$ cat src/rtl/logic_unit_pkg.sv
`default_nettype none
// ============================================================================
// Module      : logic_unit_pkg
// Description : Function codes, FSM state type and decode helpers shared by
//               the pipelined logic unit and its count-leading-zeros slice.
// Revision    : 1.0 - initial release
// ============================================================================
package logic_unit_pkg;

    localparam logic [3:0] FT_AND = 4'b1000;
    localparam logic [3:0] FT_OR  = 4'b1110;
    localparam logic [3:0] FT_XOR = 4'b0110;
    localparam logic [3:0] FT_NOR = 4'b0001;
    localparam logic [3:0] FT_A   = 4'b1010;
    localparam logic [3:0] FT_CLO = 4'b0010;
    localparam logic [3:0] FT_CLZ = 4'b0011;

    typedef enum logic [0:0] {
        IDLE  = 1'b0,
        COUNT = 1'b1
    } state_t;

    // True for every function code the unit implements.
    function automatic logic is_legal_ft(input logic [3:0] ft);
        logic legal;
        case (ft)
            FT_AND, FT_OR, FT_XOR, FT_NOR, FT_A, FT_CLO, FT_CLZ: legal = 1'b1;
            default:                                            legal = 1'b0;
        endcase
        return legal;
    endfunction

    // True for the iterative (multi-cycle) leading-bit count operations.
    function automatic logic is_count_ft(input logic [3:0] ft);
        return (ft == FT_CLO) || (ft == FT_CLZ);
    endfunction

endpackage
`default_nettype wire

$ cat src/rtl/logic_unit_pipe_clz_chunk.sv
`default_nettype none
// ============================================================================
// Module      : clz_chunk
// Description : Combinational leading-zero count of one CHUNK-bit slice,
//               plus a flag saying whether the slice holds any set bit.
// Revision    : 1.0 - initial release
// ============================================================================
module clz_chunk #(
    parameter int CHUNK = 8
) (
    input  logic [CHUNK-1:0]         chunk,
    output logic [$clog2(CHUNK):0]   lz,
    output logic                     any_one
);

    localparam int CW = $clog2(CHUNK) + 1;

    // Scan MSB-first; the first set bit fixes the count, an empty slice counts CHUNK.
    always_comb begin
        logic w_found;
        lz      = CW'(CHUNK);
        w_found = 1'b0;
        for (int i = CHUNK - 1; i >= 0; i--) begin
            if (!w_found && chunk[i]) begin
                lz      = CW'(CHUNK - 1 - i);
                w_found = 1'b1;
            end
        end
        any_one = |chunk;
    end

endmodule
`default_nettype wire

$ cat src/rtl/logic_unit_pipe.sv
`default_nettype none
// ============================================================================
// Module      : logic_unit_pipe
// Description : Handshaked bitwise logic unit (AND/OR/XOR/NOR/pass-A) with
//               single-cycle latency, plus fixed-latency iterative CLZ/CLO
//               that examines CHUNK bits per cycle. Illegal function codes
//               return ERROR_VALUE with out_err set.
// Revision    : 1.0 - initial release
// ============================================================================
module logic_unit_pipe
    import logic_unit_pkg::*;
#(
    parameter int          WIDTH       = 32,
    parameter int          CHUNK       = 8,
    parameter int unsigned ERROR_VALUE = 1
) (
    input  logic             clk,
    input  logic             rst_n,
    input  logic             in_valid,
    output logic             in_ready,
    input  logic [WIDTH-1:0] in_a,
    input  logic [WIDTH-1:0] in_b,
    input  logic [3:0]       in_ft,
    output logic             out_valid,
    input  logic             out_ready,
    output logic [WIDTH-1:0] out_s,
    output logic             out_err
);

    localparam int K  = WIDTH / CHUNK;
    localparam int CW = $clog2(CHUNK) + 1;
    localparam int AW = $clog2(WIDTH) + 1;
    localparam int NW = (K > 1) ? $clog2(K) : 1;

    state_t           r_state,     w_state_nxt;
    logic [WIDTH-1:0] r_shadow,    w_shadow_nxt;
    logic [NW-1:0]    r_cnt,       w_cnt_nxt;
    logic [AW-1:0]    r_acc,       w_acc_nxt;
    logic             r_done,      w_done_nxt;
    logic             r_out_valid, w_out_valid_nxt;
    logic [WIDTH-1:0] r_out_s,     w_out_s_nxt;
    logic             r_out_err,   w_out_err_nxt;

    logic             w_accept;
    logic             w_xfer;
    logic [WIDTH-1:0] w_logic_res;
    logic [CW-1:0]    w_lz;
    logic             w_any_one;
    logic [AW-1:0]    w_acc_sum;

    // Only the top chunk of the shadow is inspected; the shadow shifts up each COUNT edge.
    clz_chunk #(
        .CHUNK (CHUNK)
    ) u_clz_chunk (
        .chunk   (r_shadow[WIDTH-1 -: CHUNK]),
        .lz      (w_lz),
        .any_one (w_any_one)
    );

    // Ready only when idle, out of reset, and the output slot is free or draining now.
    assign in_ready  = rst_n && (r_state == IDLE) && (!r_out_valid || out_ready);
    assign w_accept  = in_valid && in_ready;
    assign w_xfer    = r_out_valid && out_ready;
    assign out_valid = r_out_valid;
    assign out_s     = r_out_s;
    assign out_err   = r_out_err;

    // Single-cycle result mux; anything unrecognised yields the error constant.
    always_comb begin
        w_logic_res = WIDTH'(ERROR_VALUE);
        case (in_ft)
            FT_AND:  w_logic_res = in_a & in_b;
            FT_OR:   w_logic_res = in_a | in_b;
            FT_XOR:  w_logic_res = in_a ^ in_b;
            FT_NOR:  w_logic_res = ~(in_a | in_b);
            FT_A:    w_logic_res = in_a;
            default: w_logic_res = WIDTH'(ERROR_VALUE);
        endcase
    end

    // Accumulate the chunk count only until the first set bit has been seen.
    assign w_acc_sum = r_done ? r_acc : (r_acc + AW'(w_lz));

    // Next-state and datapath update for the IDLE/COUNT controller.
    always_comb begin
        w_state_nxt     = r_state;
        w_shadow_nxt    = r_shadow;
        w_cnt_nxt       = r_cnt;
        w_acc_nxt       = r_acc;
        w_done_nxt      = r_done;
        w_out_valid_nxt = r_out_valid;
        w_out_s_nxt     = r_out_s;
        w_out_err_nxt   = r_out_err;
        case (r_state)
            IDLE: begin
                if (w_accept) begin
                    if (is_count_ft(in_ft)) begin
                        // CLO is CLZ of the inverted operand.
                        w_shadow_nxt    = (in_ft == FT_CLO) ? ~in_a : in_a;
                        w_cnt_nxt       = '0;
                        w_acc_nxt       = '0;
                        w_done_nxt      = 1'b0;
                        w_out_valid_nxt = 1'b0;
                        w_state_nxt     = COUNT;
                    end else begin
                        w_out_s_nxt     = w_logic_res;
                        w_out_err_nxt   = !is_legal_ft(in_ft);
                        w_out_valid_nxt = 1'b1;
                    end
                end else if (w_xfer) begin
                    w_out_valid_nxt = 1'b0;
                end
            end
            COUNT: begin
                // Always K edges, no early exit, so latency is data-independent.
                w_acc_nxt    = w_acc_sum;
                w_done_nxt   = r_done | w_any_one;
                w_shadow_nxt = r_shadow << CHUNK;
                w_cnt_nxt    = r_cnt + 1'b1;
                if (r_cnt == NW'(K - 1)) begin
                    w_out_s_nxt     = WIDTH'(w_acc_sum);
                    w_out_err_nxt   = 1'b0;
                    w_out_valid_nxt = 1'b1;
                    w_state_nxt     = IDLE;
                end
            end
            default: w_state_nxt = IDLE;
        endcase
    end

    // State and datapath registers; reset discards any operation in flight.
    always_ff @(posedge clk or negedge rst_n) begin
        if (!rst_n) begin
            r_state     <= IDLE;
            r_shadow    <= '0;
            r_cnt       <= '0;
            r_acc       <= '0;
            r_done      <= 1'b0;
            r_out_valid <= 1'b0;
            r_out_s     <= '0;
            r_out_err   <= 1'b0;
        end else begin
            r_state     <= w_state_nxt;
            r_shadow    <= w_shadow_nxt;
            r_cnt       <= w_cnt_nxt;
            r_acc       <= w_acc_nxt;
            r_done      <= w_done_nxt;
            r_out_valid <= w_out_valid_nxt;
            r_out_s     <= w_out_s_nxt;
            r_out_err   <= w_out_err_nxt;
        end
    end

endmodule
`default_nettype wire

$ cat config.mk
export PLATFORM = sky130hd
export DESIGN_NAME = logic_unit_pipe
export DESIGN_NICKNAME = d
export VERILOG_FILES = /design/src/rtl/logic_unit_pkg.sv /design/src/rtl/logic_unit_pipe_clz_chunk.sv /design/src/rtl/logic_unit_pipe.sv
export SDC_FILE = /design/constraint.sdc
export NUM_CORES = 1
export LEC_CHECK = 0
export BUFFER_PORTS_ARGS = -buffer_cell sky130_fd_sc_hd__clkbuf_2
export CAP_MARGIN = 20
export CORE_ASPECT_RATIO = 2
export CORE_MARGIN = 10
export CORE_UTILIZATION = 57
export CTS_CLUSTER_DIAMETER = 30
export DETAILED_ROUTE_END_ITERATION = 6
export PLACE_DENSITY = 0.81
export SYNTH_ARGS = -nofsm -noshare
export SYNTH_HDL_FRONTEND = slang
export SYNTH_SLANG_ARGS = --single-unit
$ cat constraint.sdc
create_clock -name clk -period 2.9 [get_ports clk]
set_input_delay 0.29 -clock clk [delete_from_list [all_inputs] [get_ports clk]]
set_output_delay 0.29 -clock clk [all_outputs]
set_load 0.05 [all_outputs]
==> out/summary.txt <==
Outcome: complete, no violations
Final hold vios: 0
Placed instance area: 0.00644 mm^2
Fmax: 392 MHz
Syn_area_per_cell: 9.12 um^2
Drc violations: 0
First-pass GRT wire length: 27100 um
Top Ports: 107
Clk root buf: clkbuf_16
Std-Cell Rows: 52
CP Class: reg -> reg
Share of cells above drive strength 1: 0.201
Crit end category: flop
Cell taking the most area after synthesis: dfrtp_1
Max cap viols: 0
Seq/Total Area, Yosys: 0.325
Comb pwr share: 0.447
Multiplexer share of the synthesized area: 0.0301
Initial Util: 0.581
Cts bufs inserted: 9
Vias per cell: 6.18
Routed Antenna Nets: 0
Via count: 5362
Async SR Flop Fraction: 1.00
Grt total ovfl: 0
Sw frac: 0.440
Clk buf depth: 2
Clk_skew: 4.56 ps
Post-CTS Setup Bufs: 0
FF+latch count, synth: 76
Synth Cell Area: 0.00586 mm^2
Vias in the first global route: 5638
Slew @ Worst Pin: 804 ps
DR pass1 iterations: 7
Routed len/inst: 19.2 um
Cell area after layout: 0.00678 mm^2
Pins over their slew limit: 0
Main combinational cell family by area after synthesis: compound AO/OA/AOI/OAI gates
Post-Route WL: 16700 um
Top cells by area, synth: dfrtp_1, ha_1, inv_1
Clock share of power: 0.217
XOR/XNOR Fraction of Synth Area: 0.0419
Leak Pwr: 0.00353 uW
P per Cell Area: 762 mW/mm^2
Ys Warns: 0
Fin crit share: 0.879
Worst path required time: 3120 ps
Die area: 0.0150 mm^2
Distinct cells, synth: 54
Largest net degree at the start of global routing: 64
Worst-path clk slew: 60 ps
Yosys top cell area share: 0.325
Simple-Gate Fraction of Synth Area: 0.106
Worst Path Max Fanout: 3
Initial DRC Count: 407
Synth-to-Final Area Change: 15.8%
GPL Wtd Cong: 0.931
Arr. time, crit path: 2760 ps
Sequential share of power: 0.336
Synth Flop Type: dfrtp_1
Post-synthesis adder-cell area fraction: 0.151
Sw Pwr: 2270 uW
Tot Pwr: 5170 uW
Die height: 163 um
Worst VDD drop: 0.470 mV
DIE WIDTH: 91.7 um
Internal: 2900 uW
EDFF count, synth: 0
Inserted Diodes: 0
Post-DP HPWL: 12300 um
Post-Syn Nets: 784
Buffers on Ports: 106
H-tree depth: 3
Synth Area in Compound Gates: 0.256
Synth Instances: 642
Core footprint: 0.0101 mm^2
CTS tree: built
Worst setup SP type: flop
Final min period: 2550 ps
Total negative slack: 0 ps
Tot GR Track Use: 0.222
Net count, final: 870
Num Clock Sinks: 76
Final Setup Violations: 0
Worst slew margin: 0.464
Initial antenna violation count: 0
Clock Latency Late Sink: 330 ps
Hold Crit Class: in -> reg
RSZ-0062 raised after global routing: false
-- sequential cells by signal, indices dropped and copies added (netlist names) --
signal,count
r_state,1
r_done,1
out_valid,1
r_cnt,2
out_err,1
r_shadow,32
out_s,32
r_acc,6
-- per-layer routing --
| metal | vias to the layer above | track usage | wire (um) |
|---|---|---|---|
| met5 | - | 0 | 0 |
| met3 | 58 | 0.0405 | 715 |
| li1 | 2493 | - | - |
| met1 | 2628 | 0.226 | 6130 |
| met2 | 183 | 0.401 | 9060 |
| met4 | 0 | 0.148 | 790 |
-- critical path, stage by stage (launching register included) --
cell	delay [ps]
dfrtp_1	400
inv_1	60
a21oi_1	60
o21bai_1	120
a21oi_1	80
nor2_1	90
ha_1	170
inv_1	60
fa_1	440
nand2b_1	160
a211oi_1	260
xnor2_1	180
o22ai_1	100
mux2_2	270
-- timing repair --
| item | 4_1_cts | 5_1_grt |
|---|---|---|
| gates resized for setup | 0 | 0 |
| hold buffers | 1 | 0 |
| hold endpoints to repair | 13 | 0 |
-- synth_stat cells (5+ instances only) --
cell type   n
inv_1      80
dfrtp_1    76
ha_1       69
nor2_1     61
a21oi_1    39
nand2_1    33
o2bb2ai_1  29
a222oi_1   27
a22o_1     27
xor2_1     27
buf_2      20
clkbuf_1   20
o21ai_0    20
a221o_1    18
mux2i_1    12
nand3_1    10
nand2b_1    7
o221ai_1    6
mux2_2      5
-- metrics by stage --
step | hold WS (ps) | util | std cells | worst slack (ps)
after floorplan | -5.59 | - | 642 | 426
after global placement | 165 | 0.639 | 850 | 389
after detailed placement | 168 | 0.639 | 850 | 347
after CTS | 256 | 0.670 | 867 | 332
after global routing | 321 | 0.673 | 868 | 205
final | 262 | 0.673 | 868 | 352
-- logic make-up after synthesis --
family	after synthesis
DFF	76
AOI/OAI and AO/OA	191
adders and majority gates	70
muxes	17
and+or+nand+nor	131
xor gates and xnor gates	28
buffers and inverters	129
-- final timing paths --
path	start	to	slack [ps]	depth (start not counted)
min	out_ready	out_valid	260	4
max reg2reg	r_shadow[25]	out_s[4]	350	13
min reg2reg	r_cnt[0]	r_cnt[0]	480	1
max in group asynchronous	rst_n	out_s[7]	1480	3
min in group asynchronous	rst_n	out_s[19]	350	2
max	r_shadow[25]	out_s[4]	350	13
-- power groups by stage --
| stage | combinational (uW) | sequential, uW | clock [uW] |
|---|---|---|---|
| after floorplan | 1050 | 2350 | 0 |
| after global placement | 2250 | 1730 | 0 |
| after detailed placement | 2300 | 1750 | 0 |
| after CTS | 2320 | 1730 | 1140 |
| after global routing | 2510 | 1780 | 1180 |
| final | 2310 | 1740 | 1120 |
-- cell type report --
class / count / area, um^2
clock buffers: 16 / 302
fillers: 797 / 3300
inverters: 82 / 308
multi-input cells: 437 / 3430
flip-flops and latches: 76 / 1900
well taps: 135 / 169
repair buffers: 122 / 676
-- placed cells by master (no fill, tap or decap), types with 2 or more instances in the layout --
cell type,instances
a211o_1,2
a211oi_1,2
a21o_1,3
a21oi_1,39
a221o_1,18
a222oi_1,27
a22o_1,27
a2bb2oi_1,3
and3b_1,2
buf_4,15
clkbuf_1,2
clkbuf_16,9
clkbuf_2,105
clkbuf_8,5
dfrtp_1,76
ha_1,69
inv_1,80
mux2_2,5
mux2i_1,12
nand2_1,33
nand2b_1,7
nand3_1,10
nor2_1,61
nor2b_1,4
nor3_1,3
o211ai_1,2
o21ai_0,20
o21bai_1,3
o221ai_1,6
o22ai_1,2
o2bb2ai_1,29
xor2_1,27
(Power assumes the default switching activity.)
